[src/rtl/fetch_sequencer.sv]
// Redux-V fetch sequencer: fetches 8-bit instructions, splits fields, picks next PC.
// Optional halt-on-jump-to-self: define FETCH_SEQUENCER_HALT_DETECT_EN.
module fetch_sequencer #(
  parameter int PC_W = 8
) (
  input  logic            clk,
  input  logic            rst,
  output logic            imem_req,
  output logic [PC_W-1:0] imem_addr,
  input  logic            imem_valid,
  input  logic [7:0]      imem_data,
  output logic [3:0]      opcode,
  output logic [1:0]      ra,
  output logic [1:0]      rb,
  output logic [3:0]      imm,
  output logic            instr_valid,
  input  logic            stall,
  input  logic            b_mx,
  input  logic            j_mx,
  input  logic            reg_zero,
  input  logic [PC_W-1:0] branch_target,
  output logic [PC_W-1:0] pc,
  output logic            halted
);

  typedef enum logic [1:0] {
    S_FETCH,
    S_ISSUE,
    S_HALT
  } state_t;

  localparam logic [PC_W-1:0] ONE = {{(PC_W-1){1'b0}}, 1'b1};

  state_t          r_state;
  state_t          w_next_state;
  logic [PC_W-1:0] r_pc;
  logic [PC_W-1:0] w_next_pc;
  logic [PC_W-1:0] w_target;
  logic [PC_W-1:0] w_sext;
  logic [7:0]      r_ir;
  logic [7:0]      w_next_ir;
  logic            r_req;
  logic            w_next_req;
  logic            w_jump;

  assign w_sext = {{(PC_W-4){r_ir[3]}}, r_ir[3:0]};
  // A failed conditional branch never falls through to the jump path
  assign w_jump = !b_mx && j_mx;

  // Next-PC select: taken branch, then relative jump, then sequential
  always_comb begin
    w_target = r_pc + ONE;
    if (b_mx) begin
      if (reg_zero) w_target = branch_target;
    end else if (j_mx) begin
      w_target = r_pc + w_sext;
    end
  end

  // State, PC, IR and request register update
  always_ff @(posedge clk) begin
    if (rst) begin
      r_state <= S_FETCH;
      r_pc    <= '0;
      r_ir    <= 8'h00;
      r_req   <= 1'b0;
    end else begin
      r_state <= w_next_state;
      r_pc    <= w_next_pc;
      r_ir    <= w_next_ir;
      r_req   <= w_next_req;
    end
  end

  // Next-state logic; imem_valid only counts while a request is out
  always_comb begin
    w_next_state = r_state;
    w_next_pc    = r_pc;
    w_next_ir    = r_ir;
    w_next_req   = r_req;
    unique case (r_state)
      S_FETCH: begin
        w_next_req = 1'b1;
        if (r_req && imem_valid) begin
          w_next_ir    = imem_data;
          w_next_req   = 1'b0;
          w_next_state = S_ISSUE;
        end
      end
      S_ISSUE: begin
        w_next_req = 1'b0;
        if (!stall) begin
          w_next_pc    = w_target;
          w_next_req   = 1'b1;
          w_next_state = S_FETCH;
`ifdef FETCH_SEQUENCER_HALT_DETECT_EN
          if (w_jump && (r_ir[3:0] == 4'h0)) begin
            w_next_pc    = r_pc;
            w_next_req   = 1'b0;
            w_next_state = S_HALT;
          end
`endif
        end
      end
      S_HALT: begin
        w_next_req = 1'b0;
      end
      default: begin
        w_next_state = S_FETCH;
        w_next_req   = 1'b0;
      end
    endcase
  end

  assign imem_req    = r_req;
  assign imem_addr   = r_pc;
  assign pc          = r_pc;
  assign opcode      = r_ir[7:4];
  assign ra          = r_ir[3:2];
  assign rb          = r_ir[1:0];
  assign imm         = r_ir[3:0];
  assign instr_valid = (r_state == S_ISSUE);
`ifdef FETCH_SEQUENCER_HALT_DETECT_EN
  assign halted      = (r_state == S_HALT);
`else
  assign halted      = 1'b0;
`endif

endmodule

[config.mk]
export PLATFORM = sky130hd
export DESIGN_NAME = fetch_sequencer
export DESIGN_NICKNAME = d
export VERILOG_FILES = /design/src/rtl/fetch_sequencer.sv
export SDC_FILE = /design/constraint.sdc
export NUM_CORES = 1
export LEC_CHECK = 0
export BUFFER_PORTS_ARGS = -buffer_cell sky130_fd_sc_hd__buf_2
export CORE_MARGIN = 5
export CORE_UTILIZATION = 48
export CTS_CLUSTER_SIZE = 8
export DETAILED_ROUTE_END_ITERATION = 12
export PLACE_DENSITY = 0.79
export SKIP_CTS_REPAIR_TIMING = 1
export SYNTH_ARGS = -nofsm -noshare
export SYNTH_HDL_FRONTEND = slang
export SYNTH_SLANG_ARGS = --single-unit
export TNS_END_PERCENT = 5
[constraint.sdc]
create_clock -name clk -period 2.7 [get_ports clk]
set_input_delay 0.54 -clock clk [delete_from_list [all_inputs] [get_ports clk]]
set_output_delay 0.54 -clock clk [all_outputs]
set_load 0.01 [all_outputs]
After elaboration in Yosys (flattened, before gate mapping) --
Cells that the tools add are included.
Operators by class: muxes and demuxes 9, equal/unequal tests 4, reduce and logical (&&, ||, !) cells 5, bitwise operators 2, add/subtract/negate cells 2
Operators with widths (count):
- 8-bit 2-to-1 mux | 3
- 8-bit by 1-bit adder with 8-bit output (second input constant) | 1
- 8-bit adder | 1
- 2-bit case mux with 3 select lines | 1
- 2-bit 2-to-1 mux | 2
- 2-bit inequality test (second input constant) | 2
- 2-bit AND reduction | 2
- 3-bit AND reduction | 1
- 2-bit by 1-bit equality test with 1-bit output (second input constant) | 1
- 2-bit equality test (second input constant) | 1
- 2-bit logical NOT | 1
- 1-bit 2-to-1 mux | 2
- 1-bit inverter | 2
- 1-bit case mux with 2 select lines | 1
- 1-bit logical AND | 1
Word-level totals: bits of input ports 23, flip-flop bits (word level) 19, output and inout port bits 31

Depth between registers and ports, before layout --
Gate-level depths: netlist of run 1.
depth after elaboration 3, mapped depth 8, depth with buffers taken out 8

Least setup slack after synthesis of run 1 --
OpenSTA, ideal clock, no wires.
kind register to register, start point reg r_pc[0] (netlist: imem_addr[0]), end point reg r_pc[6] (netlist: imem_addr[6]), slack 728 ps, arrival 1915 ps, stages on the path, launching flop included 9, required time 2642 ps, buffers on the path 0, cells stage by stage dfxtp_1 ha_1 inv_1 fa_1 nand2b_1 a21oi_1 o22ai_1 nor4b_1 a211o_1
On the way: cells in the longest elaborated chain, start to end 3, elaborated cells on any way between the ends 5, classes of those cells add/sub: 2; mux: 3
RTL lines:
- start: declaration | RTL line 36 | logic [PC_W-1:0] r_pc;
- start signal: assignment | RTL line 69 | r_pc <= w_next_pc;
- 8-bit by 1-bit adder with 8-bit output or 8-bit adder (tied branches) | RTL line 52, 56
- 8-bit 2-to-1 mux, on equally long branches | RTL line 55, 54
- 8-bit 2-to-1 mux * | RTL line 53 | if (b_mx) begin
Mark *: on every way between the ends. The rest lies on a longest branch, timed or not. A chain may end at the register's enable or synchronous reset.

Worst setup path after layout of run 1 --
Same ends and word-level chain as after synthesis.

==> flow_summary.yaml, run 1 <==
status:
  status: "complete, no violations"
sta:
  hold_viol: 0
  setup_viol: 0
  fin_crit_sh_pct: 78.8
  slew_headroom_pct: 63.4
  setup_ws_ns: 0.572
  final.setup_skew_ns: 0.0141
  finalCriticalPeriod_ns: 2.13
  max_freq_mhz: 470
  tns_ns: 0
  maxSlewViolCount: 0
  worstMarginPinSlew_ns: 0.548
  rsz0062_at_grt: "false"
routing:
  postRouteAntennaNets: 0
  routed_wl_um: 3360
  drc_errors: 0
  drtIter0Drc: 88
  vias: 1296
  dr.pass1.iters: 5
  viasPerCell: 5.54
  wl_per_cell_um: 14.3
global_route:
  met1_usage_pct: 22.8
  grt_pass1_wl_um: 5640
  grt_busiest_layer: "met2"
  grt_max_degree: 23
  grt_util_met3_pct: 6.22
  antenna_found_initial: 0
  grt_usage_pct: 16.6
  grt_pass1_vias: 1251
  use_met2_pct: 24.1
  overflow: 0
layout:
  most-common-layout-cells: "buf_2, nor2_1, dfxtp_1, mux2i_1, nand2_1"
  final_nets: 236
  seq_area_um2: 360
  area_delta_synth_final_pct: 13.5
  drive_gt1_share_pct: 32.0
  fin_area_um2: 1570
  diodes: 0
  fill_cells: 272
  multi_input_area_um2: 848
  layout_commonest_cell: "buf_2"
  fin_cells: 234
worst_setup_path:
  critical_path_peak_fanout: 8
  critical_path_required_ns: 2.97
  r2r_end: "imem_addr[6]"
  endpoint_kind: "register"
  cp_num_cells: 8
  critPathSlowestCell: "dfxtp_1"
  crit_path_start_kind: "register"
  r2r-start: "imem_addr[0]"
  r2r_cells: 8
  critPathMaxStageDelay_ns: 0.46
  path_cells: "ha_1 -> inv_1 -> fa_1 -> nand2b_1 -> a21oi_1 -> o22ai_1 -> nor4b_1 -> a211o_1"
  critPathKind: "register to register"
  crit_family: "adder cells"
  r2r_slack_ns: 0.57
  worst-path-buf-inv: 1
  cp-endpoint: "imem_addr[6]"
  crit_start: "imem_addr[0]"
  arrival_ns: 2.40
clock_network:
  htree_levels: 1
  cts_root_buf: "clkbuf_4"
  clock_sinks: 18
  cts_tree: "done"
  insertion_delay_ns: 0.31
  cts_buffers: 3
  clock_path_buffers: 2
  clk_pin_slew_ns: 0.12
floorplan:
  num_rows: 19
  initial_core_util_pct: 50.0
  ioPinCount: 54
  die_x_um: 63.6
  core_area_um2: 2760
  die-area_um2: 4050
  die-height_um: 63.6
place:
  port_buffers: 52
  dpl_cell_area_um2: 1530
  gp_congestion: 0.855
  post-place-ws_ns: 0.613
  place_inst: 230
  hpwl_um: 2550
synth:
  avgSynthCellArea_um2: 8.36
  synthesis.instances: 165
  synth_top_family_by_area: "simple AND/OR/NAND/NOR gates"
  synthesis.area_um2: 1380
  muxShareOfSynthArea_pct: 8.79
  ys_ff_latch: 18
  synth_ff_type: "dfxtp_1"
  async_flop_share_pct: 0
  synth_edf_count: 0
  yosysSeqAreaShare_pct: 26.1
  synth_fa_ha_area_share_pct: 8.70
  synth_compound_area_share_pct: 18.9
  syn-num-nets: 197
  yosysUniqueCellTypes: 49
  synth_simple_gate_area_share_pct: 20.4
  synth_xor_area_share_pct: 4.44
  yosys_warnings: 0
pwr:
  power.density_nw_per_um2: 381
  p_leak_nw: 0.805
  vdd_ir_drop_max_v: 0.000317
job:
  drv_cap: 0
hold_path:
  hp-class: "input pin to register"
==> cell usage after synthesis, types with 3 or more instances <==
cell,n,area share [%]
nor2_1,20,5.4
dfxtp_1,18,26
buf_4,13,7.1
mux2i_1,11,8.0
nand2_1,11,3.0
o21ai_0,9,3.3
ha_1,8,7.3
a21oi_1,7,2.5
nand3_1,7,2.5
a211oi_1,5,2.7
xor2_1,5,3.2
inv_1,4,1.1
nor3_1,4,1.5
nand2b_1,3,1.4
o211ai_1,3,1.6
==> tightest hold or removal path: stages <==
cell and delay [ns]:
buf_2 0.07, mux2i_1 0.05, nor2_1 0.07
==> worst min-delay path by stage <==
stage,from,end,slack (ns),depth (start not counted)
finish,imem_data[3],r_ir[3],0.47,3
global route,imem_data[2],r_ir[2],0.46,3
CTS,imem_data[2],r_ir[2],0.46,3
detailed placement,r_ir[4],r_ir[4],0.50,2
global placement,r_ir[5],r_ir[5],0.47,2
floorplan,r_state[0],r_state[0],0.52,2
==> cells by family (layout without fill, tap and decap cells) <==
kind of cell             after synthesis  in the layout
multiplexers                          12             12
AO/OA/AOI/OAI                         38             38
buffers and inverters                 23             61
adder cells (fa/ha/maj)                9              9
AND/OR/NAND/NOR                       57             57
flip-flops                            18             18
XOR/XNOR                               7              7
other                                  1              1
==> metrics by stage <==
step / util (%) / hold WS (ns) / power [mW]
after floorplan: - / 0.522 / 0.387
final: 56.8 / 0.466 / 0.596
after detailed placement: 55.5 / 0.498 / 0.423
after global placement: 55.5 / 0.473 / 0.421
after CTS: 56.8 / 0.458 / 0.602
after global routing: 56.8 / 0.459 / 0.631
==> where the power goes <==
| group | leakage (nW) | switching [mW] | total [mW] | internal [mW] |
|---|---|---|---|---|
| Combinational | 0.638 | 0.0694 | 0.126 | 0.0563 |
| Sequential | 0.147 | 0.0143 | 0.292 | 0.277 |
| Clock | 0.0210 | 0.0965 | 0.179 | 0.0823 |
| Total | 0.805 | 0.180 | 0.596 | 0.416 |
==> flip-flops by register name, indices dropped and copies added, names as in the netlist <==
| register | count |
|---|---|
| r_state | 1 |
| imem_req | 1 |
| imem_addr | 8 |
| r_ir | 8 |
==> per-layer routing <==
layer  routed length [um]  share of wire [%]
met5                    0                  0
met4                   32               0.95
met3                  303                9.0
met2                 1470                 44
met1                 1550                 46
==> final cells by class <==
class | count | area share, %
inverter | 4 | 0.958
multi-input combinational | 124 | 54.2
timing repair buffer | 53 | 17.1
sequential | 18 | 23.0
tap | 31 | 2.48
clock buffer | 4 | 2.32
Note: power is estimated with default switching activity, not from simulation.
==> run 2: changes to the inputs <==
- clock period: 2.7 -> 2.1 ns (I/O delays scaled with it)
==> run 2 against run 1 <==
Against the previous run:
- setup slack got worse by 0.44 ns
- die area did not move
- clock power rose by 21%
- first-iteration DRC count rose by 47%
- clock skew fell by 0.013 ns
- sequential power rose by 28%
- core utilization rose by 1.1 points
- wire length fell by 1.5%
- worst hold slack got worse by 0.11 ns
==> flow_summary.yaml, run 2 (synthesis results as in run 1) <==
routing:
  postRouteAntennaNets: 0
  dr.pass1.iters: 4
  viasPerCell: 5.65
  drtIter0Drc: 129
  routed_wl_um: 3310
  wl_per_cell_um: 13.9
  drc_errors: 0
  vias: 1338
floorplan:
  die_x_um: 63.6
  initial_core_util_pct: 50.0
  die-height_um: 63.6
  core_area_um2: 2760
  ioPinCount: 54
  num_rows: 19
  die-area_um2: 4050
layout:
  diodes: 0
  final_nets: 239
  drive_gt1_share_pct: 34.0
  post-route-util_pct: 57.9
  most-common-layout-cells: "buf_2, nor2_1, dfxtp_1, mux2i_1, nand2_1"
  area_delta_synth_final_pct: 15.7
  fin_cells: 237
  layout_commonest_cell: "buf_2"
  fin_area_um2: 1600
sta:
  rsz0062_at_grt: "false"
  fin_crit_sh_pct: 93.6
  finalCriticalPeriod_ns: 1.96
  setup_viol: 0
  hold_viol: 0
  max_freq_mhz: 509
  tns_ns: 0
  worstMarginPinSlew_ns: 0.550
  maxSlewViolCount: 0
  final.setup_skew_ns: 0.00127
  setup_ws_ns: 0.135
  finalHoldWorstSlack_ns: 0.357
  slew_headroom_pct: 63.3
clock_network:
  htree_levels: 1
  clk_pin_slew_ns: 0.11
  clock_path_buffers: 2
  clock_sinks: 18
  cts_buffers: 3
  cts_tree: "done"
  insertion_delay_ns: 0.29
  cts_root_buf: "clkbuf_4"
place:
  port_buffers: 52
  post-place-ws_ns: 0.0958
  place_inst: 233
  gp_congestion: 0.859
  hpwl_um: 2640
  dpl_cell_area_um2: 1550
worst_setup_path:
  arrival_ns: 2.21
  endpoint_kind: "register"
  critical_path_peak_fanout: 4
  critical_path_required_ns: 2.34
  critPathKind: "register to register"
  crit_path_start_kind: "register"
pwr:
  vdd_ir_drop_max_v: 0.000442
  p_leak_nw: 0.822
  p_total_mw: 0.756
  power.density_nw_per_um2: 474
global_route:
  grt_usage_pct: 16.2
  grt_pass1_wl_um: 5550
  antenna_found_initial: 0
  grt_max_degree: 23
  overflow: 0
  grt_pass1_vias: 1265
hold_path:
  hp-class: "input pin to register"
status:
  status: "complete, no violations"
job:
  drv_cap: 0
[run 2: changes by cell type in the layout (fill, tap and decap cells not counted), sizes merged]
cell | before | now
buf | 53 | 56
[run 2: area by class of cell]
| cell class | instances | area [um^2] |
|---|---|---|
| Tap cell | 31 | 38.8 |
| Inverter | 4 | 15.0 |
| Sequential cell | 18 | 362 |
| Timing Repair Buffer | 56 | 290 |
| Multi-Input combinational cell | 124 | 855 |
| Fill cell | 272 | 1160 |
| Clock buffer | 4 | 36.3 |
[run 2: power by group]
group | leakage (nW) | switching [mW] | internal, mW | total (mW)
Combinational | 0.654 | 0.0925 | 0.0747 | 0.167
Sequential | 0.147 | 0.0162 | 0.357 | 0.373
Clock | 0.0210 | 0.110 | 0.105 | 0.216
[run 2: final timing paths]
| check | cells past startpoint | startpoint | end | slack (ns) |
|---|---|---|---|---|
| setup / recovery | 8 | r_ir[0] | imem_addr[6] | 0.14 |
| hold / removal | 3 | imem_data[0] | r_ir[0] | 0.36 |
| setup reg to reg | 8 | r_ir[0] | imem_addr[6] | 0.14 |
| hold reg to reg | 2 | r_ir[6] | r_ir[6] | 0.51 |
[run 2: worst max-delay path, cell delays in order, from the launching register on]
cell and delay (ns):
dfxtp_2 0.36, ha_1 0.18, inv_1 0.07, fa_1 0.39, nand2b_1 0.18, a21oi_1 0.18, o22ai_1 0.14, nor4b_2 0.28
a211o_1 0.13
[run 2: per-layer routing]
metal  vias up  track usage, %  part of all wire, %
li1        661               -                    -
met1       615            22.3                   45
met2        60            26.5                   45
met3         2            3.02                  9.7
met4         0            2.86                 0.39
met5         -               0                    0
==> run 3: changes to the inputs <==
- CELL_PAD_IN_SITES_DETAIL_PLACEMENT: not set -> 2
- CELL_PAD_IN_SITES_GLOBAL_PLACEMENT: not set -> 2
- CORE_UTILIZATION: 48 -> 27
- PLACE_DENSITY: 0.79 -> not set
- PLACE_DENSITY_LB_ADDON: not set -> 0.1
==> run 3 against run 2 <==
Against the previous run:
- core utilization shrank 25 points
- total power rose by 12%
- first-iteration DRC count down 81%
- design area rose by 4.5%
- critical path type unchanged
==> flow_summary.yaml, run 3 (synthesis results as in run 1) <==
floorplan:
  initial_core_util_pct: 27.4
  die-height_um: 81.5
  core_area_um2: 5040
  ioPinCount: 54
  num_rows: 26
  die_x_um: 81.5
  die-area_um2: 6640
worst_setup_path:
  arrival_ns: 2.15
  critPathKind: "register to register"
  endpoint_kind: "register"
  crit_path_start_kind: "register"
  critical_path_peak_fanout: 4
  critical_path_required_ns: 2.32
layout:
  diodes: 0
  multi_input_area_um2: 861
  fill_cells: 605
  layout_commonest_cell: "buf_2"
  seq_area_um2: 360
  drive_gt1_share_pct: 34.5
  final_nets: 239
  area_delta_synth_final_pct: 20.9
  most-common-layout-cells: "buf_2, nor2_1, dfxtp_1, mux2i_1, nand2_1"
hold_path:
  hp-class: "input pin to register"
routing:
  postRouteAntennaNets: 0
  drc_errors: 0
  wl_per_cell_um: 16.9
  wl_met2_um: 2320
  viasPerCell: 5.09
  drtIter0Drc: 24
  dr.pass1.iters: 4
  wl_met1_um: 1920
  top_layer_used: "met4"
  routed_wl_um: 4670
  vias: 1404
  wl_met3_um: 372
place:
  gp_congestion: 0.732
  port_buffers: 52
  hpwl_um: 3640
sta:
  worstMarginPinSlew_ns: 0.567
  maxSlewViolCount: 0
  setup_viol: 0
  fin_crit_sh_pct: 92.0
  hold_viol: 0
  finalCriticalPeriod_ns: 1.93
  final.setup_skew_ns: 0.00977
  slew_headroom_pct: 62.1
  rsz0062_at_grt: "false"
  max_freq_mhz: 518
  tns_ns: 0
pwr:
  p_leak_nw: 0.827
  combPwrFrac_pct: 20.9
  clkPwrFrac_pct: 35.0
  power.switching_mw: 0.247
  vdd_ir_drop_max_v: 0.000191
  seq_power_share_pct: 44.1
  p_total_mw: 0.847
  power.density_nw_per_um2: 507
  p_int_mw: 0.600
  p_sw_share_pct: 29.2
job:
  drv_cap: 0
global_route:
  grt_usage_pct: 14.8
  grt_pass1_wl_um: 7620
  grt_max_degree: 23
  antenna_found_initial: 0
  overflow: 0
  grt_pass1_vias: 1507
clock_network:
  clock_sinks: 18
  htree_levels: 1
  insertion_delay_ns: 0.26
  clk_pin_slew_ns: 0.08
  clock_path_buffers: 2
  cts_root_buf: "clkbuf_8"
  cts_buffers: 3
  cts_tree: "done"
status:
  status: "complete, no violations"
run 3: cell counts in the layout (fill, tap and decap cells not counted):
No cell type changed its count.
run 3: per-stage QoR:
stage | hold WS (ns) | std cells | setup slack, ns | utilization, % | cell area (um^2)
final | 0.385 | 276 | 0.168 | 33.1 | 1670
after detailed placement | 0.492 | 272 | 0.0945 | 31.8 | 1600
after global placement | 0.471 | 272 | 0.186 | 31.8 | 1600
after floorplan | 0.522 | 165 | 0.128 | - | 1380
after CTS | 0.388 | 276 | 0.0739 | 32.9 | 1660
after global routing | 0.398 | 276 | 0.0229 | 33.1 | 1670
run 3: routing by layer:
| metal | global-route usage (%) | vias to the layer above |
|---|---|---|
| met4 | 4.22 | 0 |
| met3 | 3.84 | 5 |
| li1 | - | 663 |
| met2 | 25.8 | 48 |
| met1 | 17.9 | 688 |
| met5 | 0 | - |
run 3: critical path: stages, from the launching register on:
cell      delay, ns
dfxtp_1        0.38
ha_2           0.22
inv_1          0.06
fa_1           0.39
nand2b_1       0.19
a21oi_2        0.14
o22ai_1        0.12
nor4b_2        0.26
a211o_1        0.12
run 3: power groups by stage:
| stage | Combinational [mW] | Clock (mW) | Sequential (mW) |
|---|---|---|---|
| finish | 0.177 | 0.297 | 0.373 |
| global route | 0.198 | 0.318 | 0.377 |
| CTS | 0.180 | 0.306 | 0.374 |
| detailed placement | 0.178 | 0 | 0.382 |
| global placement | 0.174 | 0 | 0.380 |
| floorplan | 0.111 | 0 | 0.387 |
run 3: cell type report:
type	count	area share, %
tap	70	5.25
timing repair buffer	56	17.4
clock buffer	4	3.30
sequential	18	21.6
multi-input combinational	124	51.6
inverter	4	0.900
run 3: worst paths after layout:
check                                   from           end  slack, ns  depth (start not counted)
worst min register to register       r_ir[6]       r_ir[6]       0.50                          2
worst min-delay path            imem_data[1]       r_ir[1]       0.39                          3
worst max-delay path                 r_ir[0]  imem_addr[6]       0.17                          8
worst max register to register       r_ir[0]  imem_addr[6]       0.17                          8
